File: src/rtl/ann_pkg.sv
// ann_pkg -- shared defaults and state encoding for the k-d tree / query
// load path.
//   DEF_*   : default geometry of the tree, leaf patches and query image
//   state_t : load sequencer phase
package ann_pkg;

   localparam int DEF_DATA_WIDTH = 11;
   localparam int DEF_PATCH_SIZE = 5;
   localparam int DEF_LEAF_SIZE  = 8;
   localparam int DEF_NUM_LEAVES = 64;
   localparam int DEF_NUM_QUERYS = 494;

   typedef enum logic [2:0] {
      IDLE    = 3'd0,
      NODES   = 3'd1,
      LEAVES  = 3'd2,
      QUERIES = 3'd3,
      DONE    = 3'd4
   } state_t;

endpackage

File: src/rtl/patch_assembler.sv
// patch_assembler -- collects PATCH_SIZE words into one packed patch.
// The first word of a patch ends up in the LSBs.
//   clk, rst    : clock, asynchronous active-high reset
//   clear       : synchronous clear of word counter and buffer
//   push        : accept data as the next word of the current patch
//   data        : incoming word
//   patch       : buffer contents (complete once the last word was pushed)
//   patch_next  : buffer contents including the word presented on data
//   last        : the next pushed word completes the patch
module patch_assembler #(
   parameter int DATA_WIDTH = 11,
   parameter int PATCH_SIZE = 5
) (
   input  logic                             clk,
   input  logic                             rst,
   input  logic                             clear,
   input  logic                             push,
   input  logic [DATA_WIDTH-1:0]            data,
   output logic [PATCH_SIZE*DATA_WIDTH-1:0] patch,
   output logic [PATCH_SIZE*DATA_WIDTH-1:0] patch_next,
   output logic                             last
);

   localparam int PW = PATCH_SIZE * DATA_WIDTH;
   localparam int CW = (PATCH_SIZE > 1) ? $clog2(PATCH_SIZE) : 1;

   logic [CW-1:0] count;
   logic [PW-1:0] buffer;

   // New words enter at the top and walk down, so after PATCH_SIZE pushes
   // the first word sits in the LSBs.
   generate
      if (PATCH_SIZE > 1) begin : g_shift
         assign patch_next = {data, buffer[PW-1:DATA_WIDTH]};
      end else begin : g_single
         assign patch_next = data;
      end
   endgenerate

   assign patch = buffer;
   assign last  = (count == CW'(PATCH_SIZE - 1));

   always_ff @(posedge clk or posedge rst) begin
      if (rst) begin
         count  <= '0;
         buffer <= '0;
      end else if (clear) begin
         count  <= '0;
         buffer <= '0;
      end else if (push) begin
         buffer <= patch_next;
         count  <= last ? '0 : count + 1'b1;
      end
   end

endmodule

File: src/rtl/load_sequencer.sv
// load_sequencer -- steers a single word stream into k-d tree node, leaf
// patch and query patch write ports.
//   clk, rst                  : clock, asynchronous active-high reset
//   load_kdtree, load_query   : start pulses (full load / query-only load)
//   in_valid, in_data, in_ready : input word handshake
//   node_we/addr/idx/median   : internal-node write port
//   leaf_we/addr/slot/patch/patch_idx : leaf patch write port
//   query_we/addr/patch       : query patch write port
//   busy, done, err_overrun   : status
module load_sequencer
   import ann_pkg::*;
#(
   parameter int DATA_WIDTH = DEF_DATA_WIDTH,
   parameter int PATCH_SIZE = DEF_PATCH_SIZE,
   parameter int LEAF_SIZE  = DEF_LEAF_SIZE,
   parameter int NUM_LEAVES = DEF_NUM_LEAVES,
   parameter int NUM_QUERYS = DEF_NUM_QUERYS
) (
   input  logic                                     clk,
   input  logic                                     rst,
   input  logic                                     load_kdtree,
   input  logic                                     load_query,
   input  logic                                     in_valid,
   input  logic [DATA_WIDTH-1:0]                    in_data,
   output logic                                     in_ready,
   output logic                                     node_we,
   output logic [$clog2(NUM_LEAVES-1)-1:0]          node_addr,
   output logic [DATA_WIDTH-1:0]                    node_idx,
   output logic [DATA_WIDTH-1:0]                    node_median,
   output logic                                     leaf_we,
   output logic [$clog2(NUM_LEAVES)-1:0]            leaf_addr,
   output logic [$clog2(LEAF_SIZE)-1:0]             leaf_slot,
   output logic [PATCH_SIZE*DATA_WIDTH-1:0]         leaf_patch,
   output logic [DATA_WIDTH-1:0]                    leaf_patch_idx,
   output logic                                     query_we,
   output logic [$clog2(NUM_QUERYS)-1:0]            query_addr,
   output logic [PATCH_SIZE*DATA_WIDTH-1:0]         query_patch,
   output logic                                     busy,
   output logic                                     done,
   output logic                                     err_overrun
);

   localparam int NODE_AW  = $clog2(NUM_LEAVES - 1);
   localparam int LEAF_AW  = $clog2(NUM_LEAVES);
   localparam int SLOT_W   = $clog2(LEAF_SIZE);
   localparam int QUERY_AW = $clog2(NUM_QUERYS);
   localparam int PW       = PATCH_SIZE * DATA_WIDTH;

   localparam logic [NODE_AW-1:0]  LAST_NODE  = NODE_AW'(NUM_LEAVES - 2);
   localparam logic [LEAF_AW-1:0]  LAST_LEAF  = LEAF_AW'(NUM_LEAVES - 1);
   localparam logic [SLOT_W-1:0]   LAST_SLOT  = SLOT_W'(LEAF_SIZE - 1);
   localparam logic [QUERY_AW-1:0] LAST_QUERY = QUERY_AW'(NUM_QUERYS - 1);

   state_t state, state_next;

   logic                  accept, start;
   logic                  node_half;     // 0: expecting index word, 1: median word
   logic [DATA_WIDTH-1:0] idx_hold;
   logic [NODE_AW-1:0]    node_cnt;
   logic                  idx_phase;     // next leaf word is the patch index
   logic [LEAF_AW-1:0]    leaf_cnt;
   logic [SLOT_W-1:0]     slot_cnt;
   logic [QUERY_AW-1:0]   query_cnt;
   logic                  asm_push, asm_last;
   logic [PW-1:0]         asm_patch, asm_patch_next;

   assign busy     = (state == NODES) || (state == LEAVES) || (state == QUERIES);
   assign done     = (state == DONE);
   assign in_ready = busy;
   assign accept   = in_valid && in_ready;
   assign start    = ((state == IDLE) || (state == DONE)) && (load_kdtree || load_query);

   // The assembler only sees patch data words; leaf index words bypass it.
   assign asm_push = accept && ((state == QUERIES) || ((state == LEAVES) && !idx_phase));

   patch_assembler #(
      .DATA_WIDTH(DATA_WIDTH),
      .PATCH_SIZE(PATCH_SIZE)
   ) u_asm (
      .clk       (clk),
      .rst       (rst),
      .clear     (start),
      .push      (asm_push),
      .data      (in_data),
      .patch     (asm_patch),
      .patch_next(asm_patch_next),
      .last      (asm_last)
   );

   always_ff @(posedge clk or posedge rst) begin
      if (rst) state <= IDLE;
      else     state <= state_next;
   end

   always_comb begin
      state_next = state;
      case (state)
         IDLE, DONE: begin
            if (load_kdtree)     state_next = NODES;
            else if (load_query) state_next = QUERIES;
         end
         NODES:
            if (accept && node_half && (node_cnt == LAST_NODE)) state_next = LEAVES;
         LEAVES:
            if (accept && idx_phase && (slot_cnt == LAST_SLOT) && (leaf_cnt == LAST_LEAF))
               state_next = QUERIES;
         QUERIES:
            if (accept && asm_last && (query_cnt == LAST_QUERY)) state_next = DONE;
         default: state_next = IDLE;
      endcase
   end

   // Item counters and registered write ports.
   always_ff @(posedge clk or posedge rst) begin
      if (rst) begin
         node_half      <= 1'b0;
         idx_hold       <= '0;
         node_cnt       <= '0;
         idx_phase      <= 1'b0;
         leaf_cnt       <= '0;
         slot_cnt       <= '0;
         query_cnt      <= '0;
         node_we        <= 1'b0;
         node_addr      <= '0;
         node_idx       <= '0;
         node_median    <= '0;
         leaf_we        <= 1'b0;
         leaf_addr      <= '0;
         leaf_slot      <= '0;
         leaf_patch     <= '0;
         leaf_patch_idx <= '0;
         query_we       <= 1'b0;
         query_addr     <= '0;
         query_patch    <= '0;
         err_overrun    <= 1'b0;
      end else begin
         node_we  <= 1'b0;
         leaf_we  <= 1'b0;
         query_we <= 1'b0;

         if (start) begin
            node_half   <= 1'b0;
            idx_hold    <= '0;
            node_cnt    <= '0;
            idx_phase   <= 1'b0;
            leaf_cnt    <= '0;
            slot_cnt    <= '0;
            query_cnt   <= '0;
            err_overrun <= 1'b0;
         end else begin
            if (!busy && in_valid) err_overrun <= 1'b1;

            if (accept && (state == NODES)) begin
               if (!node_half) begin
                  idx_hold  <= in_data;
                  node_half <= 1'b1;
               end else begin
                  node_half   <= 1'b0;
                  node_cnt    <= node_cnt + 1'b1;
                  node_we     <= 1'b1;
                  node_addr   <= node_cnt;
                  node_idx    <= idx_hold;
                  node_median <= in_data;
               end
            end

            if (accept && (state == LEAVES)) begin
               if (idx_phase) begin
                  idx_phase      <= 1'b0;
                  leaf_we        <= 1'b1;
                  leaf_addr      <= leaf_cnt;
                  leaf_slot      <= slot_cnt;
                  leaf_patch     <= asm_patch;
                  leaf_patch_idx <= in_data;
                  if (slot_cnt == LAST_SLOT) begin
                     slot_cnt <= '0;
                     leaf_cnt <= leaf_cnt + 1'b1;
                  end else begin
                     slot_cnt <= slot_cnt + 1'b1;
                  end
               end else if (asm_last) begin
                  idx_phase <= 1'b1;
               end
            end

            if (accept && (state == QUERIES) && asm_last) begin
               query_cnt   <= query_cnt + 1'b1;
               query_we    <= 1'b1;
               query_addr  <= query_cnt;
               query_patch <= asm_patch_next;
            end
         end
      end
   end

endmodule

File: config.mk
export PLATFORM = sky130hd
export DESIGN_NAME = load_sequencer
export DESIGN_NICKNAME = d
export VERILOG_FILES = /design/src/rtl/ann_pkg.sv /design/src/rtl/patch_assembler.sv /design/src/rtl/load_sequencer.sv
export SDC_FILE = /design/constraint.sdc
export NUM_CORES = 1
export LEC_CHECK = 0
export CAP_MARGIN = 20
export CORE_MARGIN = 10
export CORE_UTILIZATION = 40
export DETAILED_ROUTE_END_ITERATION = 12
export GPL_TIMING_DRIVEN = 0
export PLACE_DENSITY = 0.71
export SLEW_MARGIN = 20
export SYNTH_ARGS = -nofsm -noshare
export SYNTH_HDL_FRONTEND = slang
export SYNTH_SLANG_ARGS = --single-unit
File: constraint.sdc
create_clock -name clk -period 10.8 [get_ports clk]
set_clock_uncertainty 0.2 [all_clocks]
set_input_delay 2.16 -clock clk [delete_from_list [all_inputs] [get_ports clk]]
set_output_delay 2.16 -clock clk [all_outputs]
set_load 0.01 [all_outputs]
==> results of run 1 <==
## final timing paths
path / from / to / cells after the start
min in group asynchronous: rst / leaf_patch[15] / 2
worst min-delay path: leaf_patch[38] / leaf_patch[38] / 2
worst min register to register: leaf_patch[38] / leaf_patch[38] / 2
max in group asynchronous: rst / idx_hold[6] / 3
worst max register to register: state[1] / leaf_cnt[0] / 6
worst max-delay path: state[1] / done / 4
## cell families after synthesis
family                   synth area share
AO/OA/AOI/OAI                     0.03687
flip-flops                         0.6237
XOR/XNOR                         0.008927
AND/OR/NAND/NOR                    0.2633
buffers and inverters             0.04081
multiplexers                      0.01600
adder cells (fa/ha/maj)           0.01043
## synthesized netlist by cell type (3+ instances only)
master and n:
ha_1 9, xor2_1 9, nand3_1 76, a21oi_1 18, and3_1 5, buf_6 3
nor2_1 17, buf_4 10, nand2_1 562, inv_2 3, buf_2 34, dfrtp_1 269
mux2i_1 3, o21ai_0 46, mux2_2 10, inv_1 19, clkbuf_1 20
## registers in the layout, summed over array words and instances (netlist names), 3 cells and up
register,flops
query_addr,9
node_idx,11
u_asm.count,3
query_cnt,9
leaf_slot,3
leaf_cnt,6
slot_cnt,3
query_patch,55
state,3
leaf_patch_idx,11
leaf_patch,55
u_asm.patch,55
node_addr,6
node_cnt,6
idx_hold,11
node_median,11
leaf_addr,6
## worst max-delay path: cells and delay by family, from the launching register on
| kind | cells | cell delay, ns |
|---|---|---|
| flops | 1 | 0.39 |
| buf+inv | 2 | 0.71 |
| simple gates | 2 | 0.43 |
## where the power goes
group | switching (µW) | internal [µW]
Combinational | 241 | 242
Sequential | 103 | 1140
Clock | 404 | 613
Total | 748 | 2000
## per-stage QoR
step                hold WS (ns)  area [µm²]  setup WS [ns]  std cells  TNS [ns]
finish                    0.2721       14160          6.375       1743         0
global route              0.2926       14160          6.266       1743         0
CTS                       0.2750       14160          6.363       1743         0
detailed placement        0.2603       13170          6.422       1690         0
global placement          0.2550       13110         -2.280       1688   -607.56
floorplan                 0.2384       10790          1.030       1158         0
## metal layers
metal	track usage	routed length, µm	up-vias
met3	0.06714	2979	47
met1	0.2310	13200	4249
li1	-	-	4124
met5	0	0	-
met2	0.2934	14200	267
met4	0.04785	733	0
## final cells by class
cell class | instances | share of cell area
Buffer | 68 | 0.02527
Clock inverter | 12 | 0.01043
Inverter | 22 | 0.006361
Sequential cell | 269 | 0.4753
Multi-Input combinational cell | 799 | 0.2557
Timing Repair Buffer | 191 | 0.1375
Clock buffer | 41 | 0.05937
Tap cell | 341 | 0.03013
==> flow_metrics.env, run 1 <==
export IMPL_status="complete, no violations"
export IMPL_crit_type="flop to primary output"
export IMPL_dieArea_mm2=0.03395
export IMPL_slew_violations=0
export IMPL_slew_headroom=0.4840
export IMPL_synth_area_leaders="dfrtp_1, nand2_1, nand3_1, o21ai_0, buf_2"
export IMPL_yosysTopAreaCell="dfrtp_1"
export IMPL_rsz0062_at_grt="false"
export IMPL_postCtsSetupRepairBufs=0
export IMPL_finalPower_uw=2748
export IMPL_async_reset_ff_frac=1.000
export IMPL_track_usage=0.1839
export IMPL_cts_made_buffers=29
export IMPL_detail_route_antenna_nets=0
export IMPL_max_stage_delay_ns=0.54
export IMPL_pin_count=190
export IMPL_cts_path_max_buffers=3
export IMPL_setup_viol=0
export IMPL_hold_viol_final=0
export IMPL_drc=0
export IMPL_routabilityCongestion=0.8020
export IMPL_fin_crit_ns=4.425
export IMPL_worstPathArrival_ns=2.06
export IMPL_drt_pre_antenna_iters=5
export IMPL_die_w_um=184.3
export IMPL_final_common_cell="nand2_1"
export IMPL_powerDensity_mw_per_mm2=194.0
export IMPL_vias_per_cell=4.984
export IMPL_cts_resized=0
export IMPL_cts_tree="done"
export IMPL_synth_edf_count=0
export IMPL_h_tree_depth=1
export IMPL_diodes=0
export IMPL_synth_top_area_share=0.6237
export IMPL_crit_path_max_fanout=10
export IMPL_hpwl_um=22190
export IMPL_antenna_found_initial=0
export IMPL_wl_per_cell_um=17.85
export IMPL_required_ns=8.44
export IMPL_drive_gt1_frac=0.08631
export IMPL_wirelength_um=31100
export IMPL_nets=1405
export IMPL_grt_max_degree=105
export IMPL_clk_pin_slew_ns=0.06
export IMPL_cts_root_buffer="clkbuf_16"
export IMPL_cp_start_kind="flop"
export IMPL_nFillCells=2394
export IMPL_ys_warnings_count=0
export IMPL_grt_pass1_vias=9082
export IMPL_yosysUniqueCellTypes=48
export IMPL_drtIter0Drc=601
export IMPL_fmax_ghz=0.2260
export IMPL_vias=8687
export IMPL_grt_pass1_wl_um=50100
export IMPL_worstPathCellList="buf_4 > nor2_1 > and2_1 > clkdlybuf4s50_1"
export IMPL_clk_latency_ns=0.54
export IMPL_drv_cap=0
export IMPL_avgSynthCellArea_um2=9.320
export IMPL_cp_end_kind="primary output"
export IMPL_hold_class="flop to flop"
export IMPL_core_rowCount=60
export IMPL_grt_overflow=0
export IMPL_initial_core_util=0.4038
export IMPL_fin_util=0.5299
export IMPL_cts_hold_buf=0
export IMPL_portBuffers=189
export IMPL_worst_pin_slew_ns=0.7688
export IMPL_cts_sinks=269
export IMPL_crit_slowest_cell="clkdlybuf4s50_1"
export IMPL_ys_flop_type="dfrtp_1"
export IMPL_power_leakage_uw=0.007232
export IMPL_core_area_mm2=0.02673
export IMPL_multi_input_area_mm2=0.003621
export IMPL_synthCells=1158
export IMPL_fin_crit_sh=0.4097
export IMPL_ys_seq_elements=269
export IMPL_regToRegSetupSlack_ns=8.60
export IMPL_syn_area_mm2=0.01079
export IMPL_regArea_mm2=0.006731
export IMPL_syn_to_final_growth_pct=31.22
export IMPL_final_cell_mix="nand2_1, dfrtp_1, clkdlybuf4s50_1"
export IMPL_synth_seq_area_share=0.6237
export IMPL_peakVddDrop_v=0.0001476
export IMPL_chipHeight_um=184.3
export IMPL_synth_nets=1183
(Power assumes the default switching activity.)
==> inputs of run 2 (changes only) <==
PLACE_DENSITY = 0.74   (was 0.71)
clock period = 3.8 ns   (was 10.8 ns; I/O delays follow)
==> flow_metrics.env, run 2 (synthesis results as in run 1) <==
export IMPL_switching_share=0.2733
export IMPL_vias_per_cell=4.916
export IMPL_drtIter0Drc=633
export IMPL_grt_max_degree=35
export IMPL_drt_pre_antenna_iters=6
export IMPL_rsz0062_at_grt="false"
export IMPL_cp_end_kind="primary output"
export IMPL_cp_startpoint="state[1]"
export IMPL_wirelength_um=31320
export IMPL_syn_to_final_growth_pct=31.39
export IMPL_dieArea_mm2=0.03395
export IMPL_cts_sinks=269
export IMPL_crit_path_max_fanout=10
export IMPL_slew_headroom=0.5251
export IMPL_clk_pin_slew_ns=0.06
export IMPL_grt_pass1_wl_um=50000
export IMPL_final_cell_mix="nand2_1, dfrtp_1, clkdlybuf4s50_1"
export IMPL_final_cell_area_mm2=0.01418
export IMPL_combPwrFrac=0.184
export IMPL_core_rowCount=60
export IMPL_fmax_ghz=0.3304
export IMPL_regToRegSetupSlack_ns=1.70
export IMPL_die_w_um=184.3
export IMPL_p_seq_frac=0.462
export IMPL_portBuffers=189
export IMPL_fin_crit_ns=3.026
export IMPL_wl_per_cell_um=17.94
export IMPL_power_switching_uw=2092
export IMPL_vias=8584
export IMPL_hpwl_um=22830
export IMPL_cts_path_max_buffers=3
export IMPL_grt_pass1_vias=8978
export IMPL_routabilityCongestion=0.8463
export IMPL_nets=1411
export IMPL_antenna_found_initial=0
export IMPL_drive_gt1_frac=0.08470
export IMPL_peakVddDrop_v=0.0004142
export IMPL_slew_violations=0
export IMPL_worstPathArrival_ns=2.07
export IMPL_core_area_mm2=0.02673
export IMPL_dr_max_layer_used="met4"
export IMPL_cts_hold_buf=0
export IMPL_h_tree_depth=1
export IMPL_r2r_start="u_asm.count[0]"
export IMPL_cp_start_kind="flop"
export IMPL_required_ns=2.84
export IMPL_critPathCapture="done"
export IMPL_initial_core_util=0.4038
export IMPL_hold_class="flop to flop"
export IMPL_track_usage=0.1845
export IMPL_wl_met2_um=14420
export IMPL_cts_resized=0
export IMPL_fin_crit_sh=0.7964
export IMPL_clk_latency_ns=0.53
export IMPL_rr_worst_depth=7
export IMPL_internal_power_uw=5562
export IMPL_cts_tree="done"
export IMPL_crit_type="flop to primary output"
export IMPL_power_leakage_uw=0.007234
export IMPL_r2r_end="query_patch[52]"
export IMPL_wl_met1_um=13370
export IMPL_p_clk_frac=0.354
export IMPL_finalPower_uw=7654
export IMPL_detail_route_antenna_nets=0
export IMPL_postCtsSetupRepairBufs=0
export IMPL_met3_length_um=2997
export IMPL_setup_viol=0
export IMPL_powerDensity_mw_per_mm2=539.7
export IMPL_pin_count=190
export IMPL_status="complete, no violations"
export IMPL_post_dp_cell_area_mm2=0.01328
export IMPL_hold_viol_final=0
export IMPL_cts_root_buffer="clkbuf_16"
export IMPL_worst_pin_slew_ns=0.7109
export IMPL_diodes=0
export IMPL_cts_made_buffers=29
export IMPL_chipHeight_um=184.3
export IMPL_final_common_cell="nand2_1"
export IMPL_drv_cap=0
export IMPL_drc=0
export IMPL_grt_overflow=0
==> run 2: cell types whose count changed in the layout (fill, tap and decap cells not counted), moves of 2 or more <==
cell,change
buf_12,+8
clkbuf_1,+5
buf_16,-2
clkbuf_8,-3
==> run 2: worst max-delay path: stages (launching register included) <==
cell	delay (ns)
dfrtp_1	0.39
buf_4	0.17
nor2_1	0.24
and2_1	0.20
clkdlybuf4s50_1	0.54
==> run 2: through the flow <==
step / cells / hold WS (ns) / worst slack, ns / util / setup TNS [ns]
finish: 1746 / 0.2681 / 0.7735 / 0.5306 / 0
detailed placement: 1696 / 0.2517 / 0.8075 / 0.4967 / 0
CTS: 1746 / 0.2645 / 0.7452 / 0.5306 / 0
floorplan: 1158 / 0.2384 / -0.7135 / - / -191.92
global route: 1746 / 0.2774 / 0.6765 / 0.5306 / 0
global placement: 1688 / 0.2508 / -2.636 / 0.4907 / -699.97
==> run 2: worst min path at each step <==
stage                         from            end  cells after the start
floorplan           u_asm.patch[0]  leaf_patch[0]                      2
global placement    u_asm.patch[6]  leaf_patch[6]                      2
detailed placement  u_asm.patch[2]  leaf_patch[2]                      2
CTS                 u_asm.patch[2]  leaf_patch[2]                      2
global route        u_asm.patch[2]  leaf_patch[2]                      2
finish              u_asm.patch[2]  leaf_patch[2]                      2
==> run 2: area by class of cell <==
| class | count | area [µm²] |
|---|---|---|
| fill | 2403 | 12540 |
| sequential | 269 | 6731 |
| multi-input combinational | 799 | 3621 |
| timing repair buffer | 197 | 2052 |
| clock buffer | 43 | 818.3 |
| tap | 341 | 426.7 |
| buffer | 68 | 357.8 |
| clock inverter | 7 | 87.58 |
| inverter | 22 | 86.33 |
==> run 2: power groups by stage <==
| stage | combinational [µW] | sequential [µW] | clock [µW] |
|---|---|---|---|
| detailed placement | 1420 | 3590 | 0 |
| floorplan | 475 | 3640 | 0 |
| global route | 1570 | 3580 | 2880 |
| CTS | 1430 | 3540 | 2750 |
| global placement | 1360 | 3580 | 0 |
| finish | 1410 | 3540 | 2710 |
==> run 2: metal layers <==
| layer | GRT usage | vias to the layer above |
|---|---|---|
| met5 | 0 | - |
| met4 | 0.03605 | 0 |
| met3 | 0.06852 | 42 |
| met2 | 0.2981 | 272 |
| met1 | 0.2326 | 4150 |
| li1 | - | 4120 |
==> inputs of run 3 (changes only) <==
PLACE_DENSITY = 0.71   (was 0.74)
clock period = 2.8 ns   (was 3.8 ns; I/O delays follow)
==> flow_metrics.env, run 3 (synthesis results as in run 1) <==
export IMPL_hold_viol_final=0
export IMPL_worst_pin_slew_ns=0.7170
export IMPL_cp_start_kind="flop"
export IMPL_cts_hold_buf=0
export IMPL_fin_crit_ns=2.703
export IMPL_grt_pass1_vias=8899
export IMPL_portBuffers=189
export IMPL_drtIter0Drc=729
export IMPL_grt_util_met1=0.2402
export IMPL_cts_sinks=269
export IMPL_fin_util=0.5374
export IMPL_grt_overflow=0
export IMPL_regToRegSetupSlack_ns=0.68
export IMPL_drc=0
export IMPL_setup_viol=0
export IMPL_h_tree_depth=1
export IMPL_detail_route_antenna_nets=0
export IMPL_hp_start="u_asm.patch[1]"
export IMPL_clk_latency_ns=0.54
export IMPL_wl_per_cell_um=17.94
export IMPL_fin_crit_sh=0.9653
export IMPL_crit_path_max_fanout=10
export IMPL_top_usage_layer="met2"
export IMPL_rr_worst_depth=9
export IMPL_track_usage=0.1856
export IMPL_pin_count=190
export IMPL_cp_startpoint="state[1]"
export IMPL_hold_class="flop to flop"
export IMPL_drt_pre_antenna_iters=5
export IMPL_cts_tree="done"
export IMPL_worstPathArrival_ns=1.94
export IMPL_initial_core_util=0.4038
export IMPL_dieArea_mm2=0.03395
export IMPL_diodes=0
export IMPL_nFillCells=2398
export IMPL_peakVddDrop_v=0.0004679
export IMPL_grt_met2_usage=0.2954
export IMPL_slew_violations=0
export IMPL_cts_path_max_buffers=3
export IMPL_required_ns=2.04
export IMPL_die_w_um=184.3
export IMPL_postCtsSetupRepairBufs=0
export IMPL_chipHeight_um=184.3
export IMPL_r2r_start="u_asm.count[0]"
export IMPL_core_rowCount=60
export IMPL_hold_worst_slack_ns=0.2690
export IMPL_grtUsageMet3=0.06123
export IMPL_cts_made_buffers=29
export IMPL_critPathCapture="done"
export IMPL_final_cell_mix="nand2_1, dfrtp_1, clkdlybuf4s50_1"
export IMPL_fmax_ghz=0.3700
export IMPL_clk_pin_slew_ns=0.06
export IMPL_grt_pass1_wl_um=50410
export IMPL_power_leakage_uw=0.007317
export IMPL_cp_end_kind="primary output"
export IMPL_syn_to_final_growth_pct=33.07
export IMPL_finalPower_uw=10820
export IMPL_slew_headroom=0.5188
export IMPL_wirelength_um=31390
export IMPL_cts_root_buffer="clkbuf_16"
export IMPL_core_area_mm2=0.02673
export IMPL_vias_per_cell=4.998
export IMPL_drv_cap=0
export IMPL_grt_max_degree=35
export IMPL_powerDensity_mw_per_mm2=753.6
export IMPL_vias=8746
export IMPL_antenna_found_initial=0
export IMPL_status="complete, no violations"
export IMPL_drive_gt1_frac=0.09297
export IMPL_nets=1412
export IMPL_crit_type="flop to primary output"
export IMPL_hpwl_um=22790
export IMPL_rsz0062_at_grt="false"
export IMPL_r2r_end="query_addr[3]"
export IMPL_final_common_cell="nand2_1"
export IMPL_routabilityCongestion=0.8080
## run 3: cell types whose count changed in the layout (fill, tap and decap cells not counted), moves of 2 or more
cell / change
bufinv_16: +3
buf_16: +2
clkinvlp_4: +2
clkbuf_1: -7
clkbuf_8: +4
## run 3: per-layer routing
metal	wire length, µm	vias to the layer above	part of all wire
met3	3012	45	0.096
met4	578	0	0.018
li1	-	4139	-
met5	0	-	0
met2	14430	274	0.46
met1	13370	4288	0.43
## run 3: power by group
group | internal, µW | switching [µW]
Clock | 2560 | 1550
Sequential | 4410 | 397
Combinational | 954 | 948
Total | 7930 | 2890
## run 3: critical path, stage by stage, from the launching register on
cell and delay (ns):
dfrtp_1 0.38, buf_4 0.18, nor2_4 0.14, and2_1 0.16, clkdlybuf4s50_1 0.54
## run 3: final cells by class
| cell class | instances | area [µm²] | share of cell area |
|---|---|---|---|
| buffer | 68 | 357.8 | 0.02492 |
| clock buffer | 40 | 847.1 | 0.05898 |
| clock inverter | 13 | 197.7 | 0.01376 |
| inverter | 22 | 86.33 | 0.006011 |
| multi-input combinational | 799 | 3628 | 0.2526 |
| sequential | 269 | 6731 | 0.4687 |
| tap | 341 | 426.7 | 0.02971 |
| timing repair buffer | 198 | 2087 | 0.1453 |
## run 3: worst min-delay path by stage
stage / endpoint / slack (ns) / depth (start not counted)
detailed placement: leaf_patch[6] / 0.25 / 2
global placement: leaf_patch[6] / 0.25 / 2
global route: leaf_patch[49] / 0.29 / 2
finish: leaf_patch[1] / 0.27 / 2
floorplan: leaf_patch[0] / 0.24 / 2
CTS: leaf_patch[6] / 0.27 / 2
## run 3: metrics by stage
stage / setup slack [ns] / instances / area (µm²) / TNS (ns)
after floorplan: -1.513 / 1158 / 10800 / -407.12
after global placement: -3.460 / 1688 / 13120 / -922.81
after detailed placement: 0.01435 / 1697 / 13310 / 0
after CTS: 0.02648 / 1750 / 14360 / 0
after global routing: 0.007893 / 1750 / 14360 / 0
final: 0.09714 / 1750 / 14360 / 0
## run 3: timing repair
| item | in CTS | in global routing |
|---|---|---|
| resized for setup | 1 | 1 |
| endpoints found under the hold margin | 0 | 0 |
| endpoints found under the setup margin | 1 | 1 |
| pin swaps | 0 | 0 |
